[src/rtl/window_deserializer.sv]
// Reassembles serializer beats into one HOG window plus pyramid metadata,
// flagging metadata drift across beats and non-zero padding in the last beat.
module window_deserializer #(
  parameter int WINDOW_WIDTH = 1152,
  parameter int BUS_WIDTH    = 128,
  parameter int META_WIDTH   = 4
) (
  input  logic                    clk,
  input  logic                    rst,
  input  logic                    stream_valid,
  output logic                    stream_ready,
  input  logic [BUS_WIDTH-1:0]    stream,
  output logic                    window_valid,
  input  logic                    window_ready,
  output logic [WINDOW_WIDTH-1:0] window,
  output logic [META_WIDTH-1:0]   metadata,
  output logic                    meta_error,
  output logic                    pad_error
);

  localparam int DATA_W    = BUS_WIDTH - META_WIDTH;
  localparam int REMAIN    = WINDOW_WIDTH % DATA_W;
  localparam int NUM_BEATS = WINDOW_WIDTH / DATA_W + 1;
  localparam int CNT_W     = $clog2(NUM_BEATS);
  localparam int TAIL_LSB  = (NUM_BEATS - 1) * DATA_W;
  localparam logic [CNT_W-1:0] LAST_BEAT = CNT_W'(NUM_BEATS - 1);

  typedef enum logic {COLLECT, HOLD} state_e;

  state_e                  state_q, state_d;
  logic [CNT_W-1:0]        beat_cnt_q, beat_cnt_d;
  logic [WINDOW_WIDTH-1:0] window_q, window_d;
  logic [META_WIDTH-1:0]   metadata_q, metadata_d;
  logic                    meta_error_q, meta_error_d;
  logic                    pad_error_q, pad_error_d;

  logic [META_WIDTH-1:0]   beat_meta;
  logic [DATA_W-1:0]       beat_data;
  logic                    pad_nonzero;

  assign beat_meta   = stream[BUS_WIDTH-1 -: META_WIDTH];
  assign beat_data   = stream[DATA_W-1:0];
  assign pad_nonzero = |beat_data[DATA_W-1:REMAIN];

  always_comb begin
    state_d      = state_q;
    beat_cnt_d   = beat_cnt_q;
    window_d     = window_q;
    metadata_d   = metadata_q;
    meta_error_d = meta_error_q;
    pad_error_d  = pad_error_q;
    case (state_q)
      COLLECT: begin
        if (stream_valid) begin
          for (int k = 0; k < NUM_BEATS - 1; k++) begin
            if (beat_cnt_q == CNT_W'(k)) window_d[k*DATA_W +: DATA_W] = beat_data;
          end
          // Beat 0 opens a new window: its metadata becomes the reference.
          if (beat_cnt_q == '0) begin
            metadata_d   = beat_meta;
            meta_error_d = 1'b0;
            pad_error_d  = 1'b0;
          end else begin
            meta_error_d = meta_error_q | (beat_meta != metadata_q);
          end
          if (beat_cnt_q == LAST_BEAT) begin
            window_d[TAIL_LSB +: REMAIN] = beat_data[REMAIN-1:0];
            pad_error_d = pad_nonzero;
            beat_cnt_d  = '0;
            state_d     = HOLD;
          end else begin
            beat_cnt_d = beat_cnt_q + CNT_W'(1);
          end
        end
      end
      HOLD: begin
        if (window_ready) state_d = COLLECT;
      end
      default: state_d = COLLECT;
    endcase
  end

  always_ff @(posedge clk or posedge rst) begin
    if (rst) begin
      state_q      <= COLLECT;
      beat_cnt_q   <= '0;
      window_q     <= '0;
      metadata_q   <= '0;
      meta_error_q <= 1'b0;
      pad_error_q  <= 1'b0;
    end else begin
      state_q      <= state_d;
      beat_cnt_q   <= beat_cnt_d;
      window_q     <= window_d;
      metadata_q   <= metadata_d;
      meta_error_q <= meta_error_d;
      pad_error_q  <= pad_error_d;
    end
  end

  assign stream_ready = (state_q == COLLECT);
  assign window_valid = (state_q == HOLD);
  assign window       = window_q;
  assign metadata     = metadata_q;
  assign meta_error   = meta_error_q;
  assign pad_error    = pad_error_q;

endmodule

[config.mk]
export PLATFORM = sky130hd
export DESIGN_NAME = window_deserializer
export DESIGN_NICKNAME = d
export VERILOG_FILES = /design/src/rtl/window_deserializer.sv
export SDC_FILE = /design/constraint.sdc
export NUM_CORES = 2
export LEC_CHECK = 0
export ABC_AREA = 1
export ABC_CLOCK_PERIOD_IN_PS = 122500
export BUFFER_PORTS_ARGS = -buffer_cell sky130_fd_sc_hd__buf_2
export CAP_MARGIN = 5
export CORE_AREA = 2 2 498 500
export DETAILED_ROUTE_END_ITERATION = 10
export DIE_AREA = 0 0 500 502
export GPL_TIMING_DRIVEN = 0
export PLACE_DENSITY = 0.39
export SLEW_MARGIN = 20
export SYNTH_ARGS = -nofsm -noshare
export SYNTH_HDL_FRONTEND = slang
export SYNTH_SLANG_ARGS = --single-unit
[constraint.sdc]
create_clock -name clk -period 122.5 [get_ports clk]
set_clock_uncertainty 0.1 [all_clocks]
set_input_delay 18.375 -clock clk [delete_from_list [all_inputs] [get_ports clk]]
set_output_delay 18.375 -clock clk [all_outputs]
set_load 0.02 [all_outputs]
# [Word level (Yosys, flattened, before mapping)]
# Cells that the tools add are included.
[word_totals] ff_bits=1163 input_bits=132 output_inout_bits=1160 elab_cells=51
[op_classes] addsub=1 n_eq_ne=10 n_mux=8 bitwise=2 reduce_logical=15
[ops] operator="$reduce_or A88 Y1" count=1
[ops] operator="$reduce_and A3 Y1" count=11
[ops] operator="$eq A4 B3 Y1 const B" count=4
[ops] operator="$eq A4 B2 Y1 const B" count=2
[ops] operator="$eq A4 B4 Y1 const B" count=2
[ops] operator="$mux W1" count=6
[ops] operator="$add A4 B1 Y4 const B" count=1
[ops] operator="$eq A4 B1 Y1 const B" count=1
[ops] operator="$logic_not A4 Y1" count=1
[ops] operator="$mux W4" count=1
[ops] operator="$ne A4 B4 Y1" count=1
[ops] operator="$pmux W1 S2" count=1
[ops] operator="$reduce_and A2 Y1" count=1
[ops] operator="$reduce_bool A2 Y1" count=1
[ops] operator="$not A1 Y1" count=1
[ops] operator="$or A1 B1 Y1" count=1

# [Logic depth before layout (Yosys ltp)]
[depth] depth_word=4 depth_mapped=9 depth_no_buf=9

# [Worst setup path before layout]
# No wires, ideal clock.
[synth_path] path_type="input-to-reg" from="in stream_valid" to="reg window_q[882] (netlist: window[882])" setup_time_ps=131 arrival_ps=19331 required_ps=122269 slack_ps=102938 path_stages=7 path_buffers=2 cell_sequence="nand2_2 -> nor3_4 -> nand2_1 -> clkbuf_1 -> clkbuf_1 -> nand2_1 -> o21ai_0"
[synth_between] elab_chain_len=1
[synth_rtl] element="from (decl)" line_no="10" rtl="input logic stream_valid,"
[synth_rtl] element="$reduce_and A3 Y1 (no source line)"
[synth_rtl] element="to (signal assigned)" line_no="94" rtl="window_q <= window_d;"
[synth_rtl] element="to (decl)" line_no="32" rtl="logic [WINDOW_WIDTH-1:0] window_q, window_d;"
# No other way between the ends.
# A chain may end at the register's enable or synchronous reset.

# [Worst setup path after layout]
[layout_path] from="in stream_valid" to="reg window_q[24] (netlist: window[24])"
# Same word-level chain as after synthesis.

==> run_results.csv <==
group,metric,value,unit
worst_setup_path,crit_buf_inv,4,
floorplanning,initial_core_util,0.168,
finish,final_cell_mix,"1352 x buf_2, 1201 x nand2_1, 1163 x dfrtp_1",
worst_setup_path,regToRegSetupSlack,119.22,ns
placed_design,dp_hpwl,184000,um
routing,first_pass_iters,8,
floorplanning,die_w,500,um
routing,vias_per_cell,4.16,
yosys,syn-cell-area,41300,um^2
routing,routed_wl,244000,um
floorplanning,die_h,502,um
clocking,numClockSinks,1163,
finish,final_common_cell,"buf_2",
timing,setup_violations,0,
yosys,syn-num-nets,4119,
clocking,clockBufferDepth,3,
finish,drive_gt1_frac,0.292,
power,power_density,31.8,nW/um^2
floorplanning,io_pins,1292,
grt,grt_pass1_wl,327000,um
floorplanning,rows,182,
timing,min_period,20.45,ns
grt,antenna_found_initial,61,
worst_setup_path,worst-setup-path-type,"in -> reg",
finish,final_nets,5576,
clocking,h-tree-depth,4,
worst_setup_path,cpLargestDelayFamily,"buffers and inverters",
worst_setup_path,cp_max_fo,11,
clocking,post_cts_resized,0,
placed_design,gp_congestion,0.840,
worst_setup_path,crit_path_end_kind,"flip-flop",
placed_design,io_buffers,1291,
clocking,hold_buffers,0,
worst_setup_path,slowest_stage,"buf_2",
timing,slew_viol_final,0,
worst_setup_path,worstPathRequired,123.02,ns
timing,setup_tns,0,ns
clocking,clk_latency,0.79,ns
timing,post-route-period-util,0.167,
routing,ant_nets,0,
finish,syn_to_final_growth,38.6,%
clocking,root_buffer,"clkbuf_16",
min_path,min_path_type,"reg -> reg",
grt,grt_max_degree,99,
routing,dr_total_vias,36600,
yosys,ys_seq_elements,1163,
outcome,status,"finished clean",
min_path,min_to,"window[343]",
grt,grt_usage,0.189,
worst_setup_path,r2r_cells,7,
power,vdd_drop_max,0.0000135,V
timing,hold_viol,0,
timing,rsz0062_at_grt,"false",
worst_setup_path,crit_chain,"buf_2 -> nand2_2 -> nor2_2 -> inv_2 -> buf_2 -> clkbuf_1 -> o21ai_0",
timing,worstMarginPinSlew,1.20,ns
floorplanning,core-area,245000,um^2
worst_setup_path,timing.critical_path.mode_cell,"buf_2",
clocking,cts_setup_buffers,0,
yosys,syn_avg_cell_area,10.4,um^2
grt,grt_pass1_vias,37000,
power,cellLeakagePower,29.1,nW
routing,drt_iter0_drc,2934,
worst_setup_path,critical_path.startpoint_type,"primary input",
min_path,holdCritStartpoint,"window[343]",
worst_setup_path,r2r_end,"window[24]",
timing,fmax,0.0489,GHz
power,power,0.00182,W
worst_setup_path,slowest_delay,0.74,ns
yosys,ys_seq_area_frac,0.705,
clocking,cts_buffers,143,
worst_setup_path,reg2reg_from,"window_valid",
yosys,synth_warnings,0,
clocking,clk_pin_slew,0.06,ns
clocking,cts_tree,"done",
timing,relSlewSlack,0.203,
job,maxCapViolCount,0,
yosys,synth_cell_types,20,
grt,grt.overflow.total,0,
worst_setup_path,cp_data_arrival_time,20.97,ns
yosys,synthCells,3987,
min_path,hold-path-cell-count,2,
routing,routedWlPerCell,27.7,um
floorplanning,die_area,251000,um^2
routing,drc,0,
==> per-stage QoR <==
step	hold slack (ns)	setup slack [ns]	cells	util	area, um^2
after floorplan	0.421	71.27	3987	-	41300
after global placement	0.361	55.34	8498	0.211	51800
after detailed placement	0.367	101.00	8519	0.213	52300
after CTS	0.382	101.86	8774	0.233	57200
after global routing	0.386	101.89	8777	0.233	57200
final	0.376	102.05	8805	0.233	57200
==> flip-flops by register name, indices dropped and copies added (netlist names) <==
register,flops
window_valid,1
beat_cnt_q,4
meta_error,1
pad_error,1
metadata,4
window,1152
==> synthesized netlist by cell type <==
master	n	area [um^2]
nand2_1	1201	4510
inv_2	2	7.51
xor2_1	2	17.5
nor3_1	2	10.0
nor2_2	1	6.26
nand4_1	1	6.26
clkbuf_1	184	691
nand3_1	7	35.0
o21ai_1	12	60.1
dfrtp_1	1163	29100
a21oi_1	2	10.0
buf_2	62	310
nand2_2	1	6.26
buf_1	5	18.8
xnor2_1	4	35.0
nor3b_1	1	7.51
inv_1	132	495
o21ai_0	1142	5720
nor3_4	1	16.3
nor2_1	62	233
==> worst reg2reg max path, cell delays in order, from the launching register on <==
cell and delay (ns):
dfrtp_1 0.36, inv_2 0.12, nand2_2 0.25, nor2_2 0.18, inv_2 0.46, buf_2 0.75, clkbuf_1 0.70, o21ai_0 0.19
==> layout make-up <==
| class | count | area (um^2) |
|---|---|---|
| Multi-Input combinational cell | 2439 | 10700 |
| Tap cell | 3220 | 4030 |
| Fill cell | 26900 | 188000 |
| Inverter | 134 | 510 |
| Timing Repair Buffer | 1312 | 6990 |
| Clock inverter | 43 | 543 |
| Buffer | 251 | 1050 |
| Clock buffer | 212 | 4270 |
| Sequential cell | 1163 | 29100 |
| Antenna cell | 31 | 77.6 |
==> routing by layer <==
| metal | vias up | global-route usage | part of all wire |
|---|---|---|---|
| met4 | 6 | 0.0666 | 0.034 |
| li1 | 16000 | - | - |
| met1 | 18700 | 0.234 | 0.41 |
| met5 | - | 0 | 0.00016 |
| met2 | 1605 | 0.305 | 0.46 |
| met3 | 303 | 0.0644 | 0.092 |
==> how the worst max path moves through the flow <==
stage | end | from | cells past startpoint
after CTS | window[24] | stream_valid | 7
after floorplan | beat_cnt_q[0] | rst | 1
after detailed placement | window[20] | stream_valid | 7
after global routing | window[24] | stream_valid | 7
after global placement | window[1037] | rst | 2
final | window[24] | stream_valid | 7
==> cell families (layout without fill, tap and decap cells) <==
group / after synthesis / after routing / share of synthesized area
and+or+nand+nor: 1277 / 1277 / 0.117
buffers and inverters: 385 / 1952 / 0.0369
AOI/OAI and AO/OA: 1156 / 1156 / 0.140
other: 0 / 31 / 0
xor gates and xnor gates: 6 / 6 / 0.00127
DFF: 1163 / 1163 / 0.705
==> power by group <==
group	internal (W)	switching [W]	total (W)
Clock	0.000257	0.000181	0.000438
Sequential	0.000557	0.0000956	0.000653
Combinational	0.000199	0.000528	0.000728
Total	0.00101	0.000805	0.00182
No activity file was read; power rests on OpenSTA's default activity.
